`src/rtl/water_box_counter.sv`:
```
// ---------------------------------------------------------------------------
// water_box_counter
//
// Turns raw, asynchronous fill/drain valve requests into the 3-bit fill count
// and the last-movement direction flag consumed by the water-box level
// encoder.
//
// Request path (per request): 2-flop synchroniser -> debounce filter.
// Control path: IDLE / FILL / DRAIN sequencer with a step timer; the count
// saturates at 0 (empty) and 7 (full).
//
// Ports
//   clk        in   system clock, rising edge
//   rst_n      in   asynchronous active-low reset
//   fill_req   in   raw fill valve request (asynchronous to clk)
//   drain_req  in   raw drain valve request (asynchronous to clk)
//   count      out  [2:0] fill count, 0 = empty, 7 = full
//   direction  out  1 = last movement up (filling), 0 = down (draining)
//   busy       out  high while filling or draining
//   full       out  count == 7
//   empty      out  count == 0
// ---------------------------------------------------------------------------

// Synchroniser plus debounce filter for one request line.
// The filtered value flips one edge after the mismatch counter has reached
// DEBOUNCE, whatever the synchronised input does on that edge. A request
// that is stable for DEBOUNCE samples is therefore accepted; anything
// shorter clears the counter before it gets there.
module water_box_debounce #(
    parameter int unsigned DEBOUNCE = 3
) (
    input  logic clk,
    input  logic rst_n,
    input  logic raw,
    output logic filtered
);

    localparam logic [7:0] DEB_LIMIT = 8'(DEBOUNCE);

    logic       sync_a;
    logic       sync_b;
    logic [7:0] mismatch_cnt;

    always_ff @(posedge clk or negedge rst_n) begin
        if (!rst_n) begin
            sync_a <= 1'b0;
            sync_b <= 1'b0;
        end else begin
            sync_a <= raw;
            sync_b <= sync_a;
        end
    end

    always_ff @(posedge clk or negedge rst_n) begin
        if (!rst_n) begin
            filtered     <= 1'b0;
            mismatch_cnt <= 8'd0;
        end else if (mismatch_cnt == DEB_LIMIT) begin
            filtered     <= ~filtered;
            mismatch_cnt <= 8'd0;
        end else if (sync_b != filtered) begin
            mismatch_cnt <= mismatch_cnt + 8'd1;
        end else begin
            mismatch_cnt <= 8'd0;
        end
    end

endmodule

// ---------------------------------------------------------------------------
// Sequencer
//
//   state  | meaning
//   -------+-------------------------------------------------------------
//   IDLE   | no movement; count and direction hold
//   FILL   | filling: count += 1 every STEP_CYCLES edges, stop at 7
//   DRAIN  | draining: count -= 1 every STEP_CYCLES edges, stop at 0
// ---------------------------------------------------------------------------
module water_box_counter #(
    parameter int unsigned STEP_CYCLES = 4,
    parameter int unsigned DEBOUNCE    = 3
) (
    input  logic       clk,
    input  logic       rst_n,
    input  logic       fill_req,
    input  logic       drain_req,
    output logic [2:0] count,
    output logic       direction,
    output logic       busy,
    output logic       full,
    output logic       empty
);

    typedef enum logic [1:0] {
        ST_IDLE  = 2'd0,
        ST_FILL  = 2'd1,
        ST_DRAIN = 2'd2
    } state_t;

    // The step timer counts down from STEP_CYCLES-1; a step is taken on the
    // edge that finds it at zero, so each step spans exactly STEP_CYCLES
    // edges after entry or after the previous step.
    localparam logic [7:0] STEP_LAST = 8'(STEP_CYCLES - 1);

    logic       f_fill;
    logic       f_drain;

    state_t     state;
    state_t     state_nxt;
    logic [2:0] count_nxt;
    logic       direction_nxt;
    logic [7:0] timer;
    logic [7:0] timer_nxt;
    logic       busy_nxt;
    logic       full_nxt;
    logic       empty_nxt;

    water_box_debounce #(.DEBOUNCE(DEBOUNCE)) u_fill_filter (
        .clk      (clk),
        .rst_n    (rst_n),
        .raw      (fill_req),
        .filtered (f_fill)
    );

    water_box_debounce #(.DEBOUNCE(DEBOUNCE)) u_drain_filter (
        .clk      (clk),
        .rst_n    (rst_n),
        .raw      (drain_req),
        .filtered (f_drain)
    );

    // State and output register
    always_ff @(posedge clk or negedge rst_n) begin
        if (!rst_n) begin
            state     <= ST_IDLE;
            count     <= 3'd0;
            direction <= 1'b0;
            timer     <= 8'd0;
            busy      <= 1'b0;
            full      <= 1'b0;
            empty     <= 1'b1;
        end else begin
            state     <= state_nxt;
            count     <= count_nxt;
            direction <= direction_nxt;
            timer     <= timer_nxt;
            busy      <= busy_nxt;
            full      <= full_nxt;
            empty     <= empty_nxt;
        end
    end

    // Next-state logic. A request that drops (or a conflicting request that
    // appears) mid-step aborts before the step check, so a partly timed step
    // is simply thrown away.
    always_comb begin
        state_nxt     = state;
        count_nxt     = count;
        direction_nxt = direction;
        timer_nxt     = timer;

        unique case (state)
            ST_IDLE: begin
                timer_nxt = 8'd0;
                if (f_fill && !f_drain && (count != 3'd7)) begin
                    state_nxt     = ST_FILL;
                    direction_nxt = 1'b1;
                    timer_nxt     = STEP_LAST;
                end else if (f_drain && !f_fill && (count != 3'd0)) begin
                    state_nxt     = ST_DRAIN;
                    direction_nxt = 1'b0;
                    timer_nxt     = STEP_LAST;
                end
            end

            ST_FILL: begin
                if (!f_fill || f_drain) begin
                    state_nxt = ST_IDLE;
                    timer_nxt = 8'd0;
                end else if (timer == 8'd0) begin
                    count_nxt = count + 3'd1;
                    timer_nxt = STEP_LAST;
                    if (count == 3'd6) begin
                        state_nxt = ST_IDLE;
                        timer_nxt = 8'd0;
                    end
                end else begin
                    timer_nxt = timer - 8'd1;
                end
            end

            ST_DRAIN: begin
                if (!f_drain || f_fill) begin
                    state_nxt = ST_IDLE;
                    timer_nxt = 8'd0;
                end else if (timer == 8'd0) begin
                    count_nxt = count - 3'd1;
                    timer_nxt = STEP_LAST;
                    if (count == 3'd1) begin
                        state_nxt = ST_IDLE;
                        timer_nxt = 8'd0;
                    end
                end else begin
                    timer_nxt = timer - 8'd1;
                end
            end

            default: begin
                state_nxt = ST_IDLE;
                timer_nxt = 8'd0;
            end
        endcase
    end

    // Status flags are derived from the next values so that, once
    // registered, they line up with count/state in the same cycle.
    always_comb begin
        busy_nxt  = (state_nxt != ST_IDLE);
        full_nxt  = (count_nxt == 3'd7);
        empty_nxt = (count_nxt == 3'd0);
    end

endmodule

```
`config.mk`:
```
export PLATFORM = sky130hd
export DESIGN_NAME = water_box_counter
export DESIGN_NICKNAME = d
export VERILOG_FILES = /design/src/rtl/water_box_counter.sv
export SDC_FILE = /design/constraint.sdc
export NUM_CORES = 1
export LEC_CHECK = 0
export ABC_AREA = 1
export CAP_MARGIN = 20
export CELL_PAD_IN_SITES_DETAIL_PLACEMENT = 1
export CELL_PAD_IN_SITES_GLOBAL_PLACEMENT = 2
export CORE_ASPECT_RATIO = 1.4
export CORE_UTILIZATION = 39
export CTS_CLUSTER_SIZE = 25
export DETAILED_ROUTE_END_ITERATION = 10
export GPL_ROUTABILITY_DRIVEN = 0
export HOLD_SLACK_MARGIN = 0.03
export PLACE_DENSITY_LB_ADDON = 0.1
export SLEW_MARGIN = 15
export SYNTH_ARGS = -nofsm -noshare
export SYNTH_HDL_FRONTEND = slang
export SYNTH_SLANG_ARGS = --single-unit
```
`constraint.sdc`:
```
create_clock -name clk -period 3.7 [get_ports clk]
set_input_delay 0.925 -clock clk [delete_from_list [all_inputs] [get_ports clk]]
set_output_delay 0.925 -clock clk [all_outputs]
set_load 0.01 [all_outputs]
```
==> results of run 1 <==
[cells in the mapped netlist (2+ instances only)]
| master | instances | area [um^2] |
|---|---|---|
| nand2_1 | 42 | 157.7 |
| dfrtp_1 | 38 | 950.9 |
| inv_1 | 33 | 123.9 |
| nor2_1 | 28 | 105.1 |
| ha_1 | 14 | 175.2 |
| a21oi_1 | 12 | 60.06 |
| nor3_1 | 10 | 50.05 |
| xor2_1 | 9 | 78.83 |
| nand2_2 | 5 | 31.28 |
| nand4_1 | 5 | 31.28 |
| nor2_2 | 5 | 31.28 |
| nand3_1 | 4 | 20.02 |
| nor3b_1 | 4 | 30.03 |
| a31oi_1 | 3 | 18.77 |
| inv_2 | 3 | 11.26 |
| o21ai_0 | 3 | 15.01 |
| o21ai_1 | 3 | 15.01 |
| nand3_2 | 2 | 20.02 |
[layout by cell type, fill, tap and decap left out, types with 2 or more instances in the layout]
master,count
xor2_1,9
nand3_2,2
o21ai_0,3
nand4_1,5
inv_2,3
nor2_1,28
clkdlybuf4s50_1,9
dfrtp_1,38
ha_1,14
a31oi_1,3
nor3b_1,4
nor3_1,10
inv_1,33
nand2_2,5
nand2_1,42
a21oi_1,12
o21ai_1,3
nand3_1,4
nor2_2,5
clkbuf_8,6
[cell type report]
| type | count | area share [%] |
|---|---|---|
| sequential | 39 | 41.85 |
| multi-input combinational | 158 | 39.82 |
| inverter | 36 | 5.788 |
| timing repair buffer | 10 | 4.073 |
| clock buffer | 6 | 3.537 |
| tap | 64 | 3.430 |
| clock inverter | 2 | 1.501 |
[worst paths after layout]
kind,from,endpoint,slack [ns],cells after the start
min in group asynchronous,rst_n,u_drain_filter.mismatch_cnt[3]$_DFF_PN0_,0.75,1
worst max-delay path,empty$_DFF_PN1_,empty,1.45,1
worst min-delay path,u_drain_filter.sync_a$_DFF_PN0_,u_drain_filter.sync_b$_DFF_PN0_,0.35,0
max in group asynchronous,rst_n,state[0]$_DFF_PN0_,2.40,1
worst min register to register,u_drain_filter.sync_a$_DFF_PN0_,u_drain_filter.sync_b$_DFF_PN0_,0.35,0
worst max register to register,count[0]$_DFF_PN0_,full$_DFF_PN0_,2.06,8
[worst register-to-register path: stages (launching register included)]
cell and delay, ns:
dfrtp_1 0.45, ha_1 0.23, ha_1 0.27, inv_1 0.05, nor2_1 0.04, a31oi_1 0.25, nor2_1 0.07, a21oi_1 0.13
nor2_1 0.05
[state kept, by name, indices dropped and copies added (netlist names)]
register	count
u_drain_filter.mismatch_cnt	8
u_drain_filter.sync_a	1
u_fill_filter.mismatch_cnt	8
u_fill_filter.filtered	1
count	3
busy	1
direction	1
state	2
u_drain_filter.filtered	1
full	1
u_fill_filter.sync_b	1
timer	8
u_fill_filter.sync_a	1
empty	1
u_drain_filter.sync_b	1
[logic make-up (layout without fill, tap and decap cells)]
family                   after synthesis  in the layout  synth area share, %
buffers and inverters                 36             54                6.618
XOR/XNOR                              10             10                4.290
AND/OR/NAND/NOR                      109            109                25.67
AO/OA/AOI/OAI                         25             25                6.985
adder cells (fa/ha/maj)               14             14                8.579
flip-flops                            39             39                47.86
[stage by stage]
stage	hold WS [ns]	total power [mW]
after floorplan	0.3312	1.199
after global placement	0.3326	1.402
after detailed placement	0.3363	1.418
after CTS	0.3555	1.802
after global routing	0.3879	1.927
final	0.3533	1.758
[metal layers]
layer  global-route usage (%)  routed length (um)  vias up
met3                    3.906                  77        4
met4                    6.977                  45        0
li1                         -                   -      769
met1                    18.11                1710      711
met5                        0                   0        -
met2                    30.30                2051       11
[report_power, final]
part           switching, mW  leakage (nW)  internal, mW
logic                  0.481         0.576         0.297
clock network          0.148        0.0612         0.218
registers             0.0905         0.514         0.524
total                  0.720          1.15          1.04
==> impl_metrics.json, run 1 <==
{
  "max_slew.worst_pin.slew_ns": 0.8754,
  "synth_nets": 251,
  "clock-root-buffer": "clkbuf_8",
  "fillers": 616,
  "drv_cap": 0,
  "cts_setup_buffers": 0,
  "path_clk_slew_ns": 0.08,
  "start_util_pct": 41.21,
  "start_kind": "flop",
  "rows": 30,
  "layout-drive-gt1-share_pct": 12.35,
  "finalClockSkew_ns": 0.006257,
  "fmax_ghz": 0.4443,
  "nNetsFinal": 268,
  "synthToLayoutAreaGrowth_pct": 14.34,
  "cts_tree": "done",
  "finalCritPeriodShare_pct": 60.83,
  "ios": 11,
  "async_flop_share_pct": 100.0,
  "ys_ff_latch": 39,
  "dp_hpwl_mm": 2.973,
  "synth_edf_count": 0,
  "rsz0062_at_grt": "no",
  "core-area_um2": 4955,
  "avgViaCountPerCell": 4.746,
  "crit_path_max_fanout": 1,
  "wl_mm": 3.884,
  "grt_max_degree": 40,
  "ys.flop_type": "dfrtp_1",
  "dieArea_um2": 5533,
  "syn_area_um2": 2042,
  "placed_cell_area_um2": 2217,
  "first_pass_iters": 4,
  "required_ns": 2.77,
  "placed_cells": 307,
  "status": "complete, no violations",
  "avgSynthCellArea_um2": 8.764,
  "cp-end-kind": "output port",
  "multi_input_area_um2": 929.6,
  "port_buffers": 10,
  "crit_slowest_cell": "dfstp_2",
  "drcViolationCount": 0,
  "clock_latency_ns": 0.29,
  "crit_family": "flip-flops",
  "synth_cell_types": 28,
  "die_h_um": 87.62,
  "antenna_found_initial": 0,
  "hold_buffers": 0,
  "regArea_um2": 977.2,
  "chipWidth_um": 63.16,
  "postCtsResizedCells": 0,
  "post-route-util_pct": 47.12,
  "period_minus_slack_ns": 2.251,
  "ant_nets": 0,
  "yosysSeqAreaShare_pct": 47.86,
  "final_cell_count_no_fill": 315,
  "final_area_um2": 2335,
  "hold_path_class": "reg2reg",
  "critPathArrivalTime_ns": 1.33,
  "final.setup.tns_ns": 0,
  "grt_use_total_pct": 16.51,
  "cts.sinks": 39,
  "num_vias": 1495,
  "yosysWarnings": 0,
  "grt_first_pass_wirelength_mm": 6.989,
  "fin_ws_ns": 1.449,
  "setup_viol": 0,
  "cts.path.max_buffers": 2,
  "critPathKind": "reg2out",
  "slew_viol_final": 0,
  "vdd_drop_max_mv": 0.3091,
  "place_ws_ns": 1.756,
  "grt_remaining_overflow": 0,
  "first_global_vias": 1555,
  "worst-path-buf-inv": 1,
  "p_leak_nw": 1.151,
  "wire_per_inst_um": 12.33,
  "syn_inst": 233,
  "diodes": 0,
  "max_stage_delay_ns": 0.52,
  "drt_iter0_drc": 52,
  "hold_viol_final": 0,
  "numCtsBuffers": 5,
  "crit_chain": "clkdlybuf4s50_1",
  "htreeDepth": 2,
  "slew_headroom_pct": 41.64,
  "powerDensity_nw_per_um2": 753.1
}
No activity file was read; power rests on OpenSTA's default activity.
==> inputs of run 2 (changes only) <==
--- a/config.mk
+++ b/config.mk
@@ -10,7 +10,7 @@
 export CELL_PAD_IN_SITES_DETAIL_PLACEMENT = 1
 export CELL_PAD_IN_SITES_GLOBAL_PLACEMENT = 2
 export CORE_ASPECT_RATIO = 1.4
-export CORE_UTILIZATION = 39
+export CORE_UTILIZATION = 37
 export CTS_CLUSTER_SIZE = 25
 export DETAILED_ROUTE_END_ITERATION = 10
 export GPL_ROUTABILITY_DRIVEN = 0
==> constraint.sdc (replaced) <==
create_clock -name clk -period 2.16 [get_ports clk]
set_input_delay 0.54 -clock clk [delete_from_list [all_inputs] [get_ports clk]]
set_output_delay 0.54 -clock clk [all_outputs]
set_load 0.01 [all_outputs]
==> impl_metrics.json, run 2 (synthesized netlist as in run 1, its figures left out) <==
{
  "status": "complete, no violations",
  "max_stage_delay_ns": 0.53,
  "period_minus_slack_ns": 1.864,
  "core-area_um2": 5236,
  "finalCritPeriodShare_pct": 86.29,
  "grt_remaining_overflow": 0,
  "crit_chain": "clkdlybuf4s50_1",
  "rows": 31,
  "required_ns": 1.62,
  "fillers": 640,
  "nNetsFinal": 269,
  "numCtsBuffers": 5,
  "max_slew.worst_pin.slew_ns": 0.5441,
  "reg_top3": "timer: 8 flops, u_drain_filter.mismatch_cnt: 8 flops, u_fill_filter.mismatch_cnt: 8 flops",
  "worst-path-buf-inv": 1,
  "slew_viol_final": 0,
  "die_h_um": 89.90,
  "wire_per_inst_um": 12.81,
  "htreeDepth": 2,
  "finalClockSkew_ns": 0.003129,
  "cts.path.max_buffers": 2,
  "rsz0062_at_grt": "no",
  "start_kind": "flop",
  "layout_commonest_cell": "nand2_1",
  "first_global_vias": 1644,
  "cp_num_cells": 1,
  "powerDensity_nw_per_um2": 1236,
  "grt_max_degree": 40,
  "first_pass_iters": 4,
  "r2r_cells": 8,
  "cp-end-kind": "output port",
  "critPathArrivalTime_ns": 1.32,
  "clock_latency_ns": 0.28,
  "drt_iter0_drc": 53,
  "port_buffers": 10,
  "hold_buffers": 0,
  "mostFrequentLayoutCells": "nand2_1, dfrtp_1, inv_1",
  "crit_slowest_cell": "clkdlybuf4s50_1",
  "final.setup.tns_ns": 0,
  "cts.sinks": 39,
  "wl_mm": 4.072,
  "dp_hpwl_mm": 3.165,
  "crit_family": "buffers and inverters",
  "slew_headroom_pct": 63.34,
  "critPathKind": "reg2out",
  "fin_ws_ns": 0.2962,
  "synthToLayoutAreaGrowth_pct": 13.05,
  "grt_use_total_pct": 16.07,
  "final_area_um2": 2308,
  "multi_input_area_um2": 929.6,
  "crit_path_max_fanout": 1,
  "cts_tree": "done",
  "num_vias": 1529,
  "chipWidth_um": 64.79,
  "drv_cap": 0,
  "avgViaCountPerCell": 4.808,
  "diodes": 0,
  "path_clk_slew_ns": 0.07,
  "vdd_drop_max_mv": 0.5738,
  "placed_cell_area_um2": 2227,
  "drcViolationCount": 0,
  "setup_viol": 0,
  "fmax_ghz": 0.5365,
  "p_leak_nw": 1.137,
  "antenna_found_initial": 0,
  "place_ws_ns": 0.5336,
  "cts_setup_buffers": 0,
  "ios": 11,
  "dieArea_um2": 5824,
  "crit_start": "empty$_DFF_PN1_",
  "layout-drive-gt1-share_pct": 11.90,
  "postCtsResizedCells": 0,
  "start_util_pct": 39.00,
  "clock-root-buffer": "clkbuf_8",
  "hold_viol_final": 0,
  "ant_nets": 0,
  "post-route-util_pct": 44.09,
  "r2r-start": "count[0]$_DFF_PN0_",
  "regArea_um2": 977.2,
  "grt_first_pass_wirelength_mm": 7.217,
  "hold_path_class": "in2async"
}
## run 2: final cells by class
cell class              instances  area share, %
inverters                      36          5.854
multi-input cells             158          40.27
well taps                      66          3.577
repair buffers                 11          4.444
clock buffers                   7          3.306
clock inverters                 1         0.2168
flip-flops and latches         39          42.33
## run 2: worst paths after layout
| check | slack (ns) | to |
|---|---|---|
| setup reg to reg | 0.53 | full$_DFF_PN0_ |
| setup / recovery | 0.30 | empty |
| max in group asynchronous | 1.48 | empty$_DFF_PN1_ |
| hold / removal | 0.31 | u_drain_filter.mismatch_cnt[0]$_DFF_PN0_ |
| hold reg to reg | 0.35 | u_drain_filter.sync_b$_DFF_PN0_ |
| min in group clk | 0.35 | u_drain_filter.sync_b$_DFF_PN0_ |
## run 2: power by group
part	leakage, nW	total, mW	switching (mW)	internal (mW)
Combinational	0.580	1.33	0.817	0.510
Clock	0.0422	0.470	0.243	0.227
Sequential	0.514	1.06	0.159	0.898
Total	1.14	2.85	1.22	1.63
## run 2: metal layers
layer  track usage, %  up-vias  wire [um]
met5                0        -          0
met4            6.667        0         66
met3            3.680        6         90
met2            28.47       16       2178
met1            17.89      737       1736
li1                 -      770          -
## run 2: stage by stage
stage | power, mW | hold WS, ns | instances
4_1_cts | 2.918 | 0.3232 | 318
3_5_place_dp | 2.425 | 0.3410 | 310
3_3_place_gp | 2.414 | 0.3323 | 310
2_1_floorplan | 2.054 | 0.2444 | 233
6_report | 2.853 | 0.3065 | 318
5_1_grt | 3.151 | 0.3497 | 318
==> inputs of run 3 (changes only) <==
--- a/config.mk
+++ b/config.mk
@@ -10,7 +10,7 @@
 export CELL_PAD_IN_SITES_DETAIL_PLACEMENT = 1
 export CELL_PAD_IN_SITES_GLOBAL_PLACEMENT = 2
 export CORE_ASPECT_RATIO = 1.4
-export CORE_UTILIZATION = 37
+export CORE_UTILIZATION = 36
 export CTS_CLUSTER_SIZE = 25
 export DETAILED_ROUTE_END_ITERATION = 10
 export GPL_ROUTABILITY_DRIVEN = 0
@@ -19,4 +19,5 @@
 export SLEW_MARGIN = 15
 export SYNTH_ARGS = -nofsm -noshare
 export SYNTH_HDL_FRONTEND = slang
+export SYNTH_HIERARCHICAL = 1
 export SYNTH_SLANG_ARGS = --single-unit
==> impl_metrics.json, run 3 <==
{
  "finalCritPeriodShare_pct": 86.44,
  "regToRegEndpoint": "timer[0]$_DFF_PN0_",
  "cts.path.max_buffers": 2,
  "layout_commonest_cell": "nand2_1",
  "worst-path-buf-inv": 1,
  "synth_nets": 284,
  "antenna_found_initial": 0,
  "chipWidth_um": 67.35,
  "ff2ff_setup_slack_ns": 0.52,
  "r2r-start": "count[0]$_DFF_PN0_",
  "seqPwrFrac_pct": 35.4,
  "crit_slowest_cell": "clkdlybuf4s50_1",
  "r2r_cells": 7,
  "start_kind": "flop",
  "placed_cells": 348,
  "holdWs_ns": 0.2355,
  "crit_chain": "clkdlybuf4s50_1",
  "async_flop_share_pct": 100.0,
  "cts_tree": "done",
  "avgViaCountPerCell": 4.753,
  "finalClockSkew_ns": 0.004839,
  "required_ns": 1.62,
  "postCtsResizedCells": 0,
  "ios": 11,
  "clock_latency_ns": 0.29,
  "syn_inst": 266,
  "synth.most_common_cell": "nand2_1",
  "diodes": 0,
  "synth.top_cell.area_share_pct": 44.19,
  "first_global_vias": 1781,
  "ys_top_cells_by_count": "nand2_1, nor2_1, dfrtp_1, inv_1, ha_1",
  "cp-end-kind": "output port",
  "slew_headroom_pct": 62.60,
  "crit_path_max_fanout": 6,
  "cts.sinks": 39,
  "grt_first_pass_wirelength_mm": 7.776,
  "slew_viol_final": 0,
  "powerDensity_nw_per_um2": 1194,
  "intPower_mw": 1.749,
  "dieArea_um2": 6295,
  "synth.area.top_cells": "dfrtp_1, nand2_1, ha_1, nor2_1, inv_1",
  "grt_remaining_overflow": 0,
  "port_buffers": 10,
  "drv_cap": 0,
  "critPathArrivalTime_ns": 1.33,
  "p_clk_share_pct": 21.5,
  "yosysWarnings": 6,
  "layout-drive-gt1-share_pct": 10.84,
  "mostFrequentLayoutCells": "nand2_1, nor2_1, dfrtp_1",
  "synth_edf_count": 0,
  "fmax_ghz": 0.5356,
  "die_h_um": 93.48,
  "p_switching_mw": 1.198,
  "clock-root-buffer": "clkbuf_8",
  "yosysSeqAreaShare_pct": 45.41,
  "reg_top3": "timer: 8 flops, u_drain_filter/mismatch_cnt: 8 flops, u_fill_filter/mismatch_cnt: 8 flops",
  "avgSynthCellArea_um2": 8.090,
  "yosysTopAreaCell": "dfrtp_1",
  "synthToLayoutAreaGrowth_pct": 14.65,
  "max_slew.worst_pin.slew_ns": 0.5611,
  "drcViolationCount": 0,
  "hold_viol_final": 0,
  "synth_cell_types": 26,
  "wire_per_inst_um": 12.47,
  "cts_setup_buffers": 0,
  "core-area_um2": 5822,
  "critPathKind": "reg2out",
  "rows": 33,
  "final.setup.tns_ns": 0,
  "comb_power_share_pct": 43.1,
  "hold_buffers": 0,
  "final_cell_count_no_fill": 356,
  "period_minus_slack_ns": 1.867,
  "ant_nets": 0,
  "max_stage_delay_ns": 0.58,
  "path_clk_slew_ns": 0.08,
  "ys.flop_type": "dfrtp_1",
  "p_leak_nw": 1.262,
  "hold_path_class": "in2async",
  "rsz0062_at_grt": "no",
  "grt_use_total_pct": 16.32,
  "status": "complete, no violations",
  "dp_hpwl_mm": 3.555,
  "crit_family": "buffers and inverters",
  "grt_max_degree": 26,
  "start_util_pct": 36.97,
  "first_pass_iters": 4,
  "syn_area_um2": 2152,
  "vdd_drop_max_mv": 0.6028,
  "drt_iter0_drc": 54,
  "htreeDepth": 2,
  "setup_viol": 0,
  "swShare_pct": 40.65,
  "wl_mm": 4.438,
  "num_vias": 1692,
  "ys_ff_latch": 39,
  "numCtsBuffers": 5,
  "nNetsFinal": 303
}
==> run 3: changes by cell type after synthesis, moves of 3 or more <==
cell / delta
a21oi_1: -5
a31oi_1: -3
nand2_1: +30
nand3_1: +6
nor2_1: +12
nor3_1: -10
o21ai_0: +5
xnor2_1: +3
==> run 3: final cells by class <==
| type | count | area [um^2] |
|---|---|---|
| inverters | 39 | 146.4 |
| multi-input cells | 188 | 1028 |
| well taps | 70 | 87.58 |
| clock buffers | 6 | 82.58 |
| clock inverters | 2 | 35.03 |
| flip-flops and latches | 39 | 977.2 |
| repair buffers | 12 | 110.1 |
| fillers | 712 | 3354 |
==> run 3: worst max-delay path by stage <==
stage / from / end / slack (ns) / cells after the start
2_1_floorplan: count[0]$_DFF_PN0_ / empty$_DFF_PN1_ / 0.76 / 7
3_3_place_gp: state[1]$_DFF_PN0_ / busy$_DFF_PN0_ / 0.51 / 10
3_5_place_dp: count[0]$_DFF_PN0_ / timer[0]$_DFF_PN0_ / 0.49 / 7
4_1_cts: count[0]$_DFF_PN0_ / count[0] / 0.28 / 1
6_report: count[0]$_DFF_PN0_ / count[0] / 0.29 / 1
5_1_grt: count[0]$_DFF_PN0_ / count[0] / 0.23 / 1
==> run 3: cell families (layout without fill, tap and decap cells) <==
group / count (synthesis) / count (layout) / share of synthesized area [%]
and+or+nand+nor: 142 / 142 / 29.65
DFF: 39 / 39 / 45.41
buffers and inverters: 39 / 59 / 6.802
AOI/OAI and AO/OA: 21 / 21 / 5.524
adders and majority gates: 14 / 14 / 8.140
xor gates and xnor gates: 11 / 11 / 4.477
==> run 3: worst register-to-register path: cells and delay by family (launching register included) <==
family                   cells  cell delay [ns]
buffers and inverters        2             0.26
adder cells (fa/ha/maj)      1             0.18
AND/OR/NAND/NOR              2             0.11
AO/OA/AOI/OAI                2             0.51
flip-flops                   1             0.46
==> run 3: per-layer routing <==
layer / up-vias / track usage (%) / wire (um) / share of wire (%)
li1: 853 / - / - / -
met1: 813 / 18.36 / 1841 / 41
met2: 16 / 29.25 / 2400 / 54
met3: 10 / 2.805 / 82 / 1.8
met4: 0 / 6.738 / 114 / 2.6
met5: - / 0 / 0 / 0
==> run 3: stage by stage <==
step	worst slack [ns]	power, mW	util, %	area (um^2)
3_3_place_gp	0.5147	2.346	40.36	2350
3_5_place_dp	0.4931	2.359	40.36	2350
6_report	0.2928	2.947	42.38	2467
2_1_floorplan	0.7565	2.000	-	2152
5_1_grt	0.2332	3.218	42.38	2467
4_1_cts	0.2753	3.006	42.38	2467
==> run 3: power groups by stage <==
stage | logic [mW] | clock network (mW) | registers, mW
2_1_floorplan | 0.958 | 0 | 1.04
3_3_place_gp | 1.29 | 0 | 1.06
3_5_place_dp | 1.30 | 0 | 1.06
4_1_cts | 1.30 | 0.652 | 1.05
5_1_grt | 1.47 | 0.681 | 1.07
6_report | 1.27 | 0.633 | 1.04
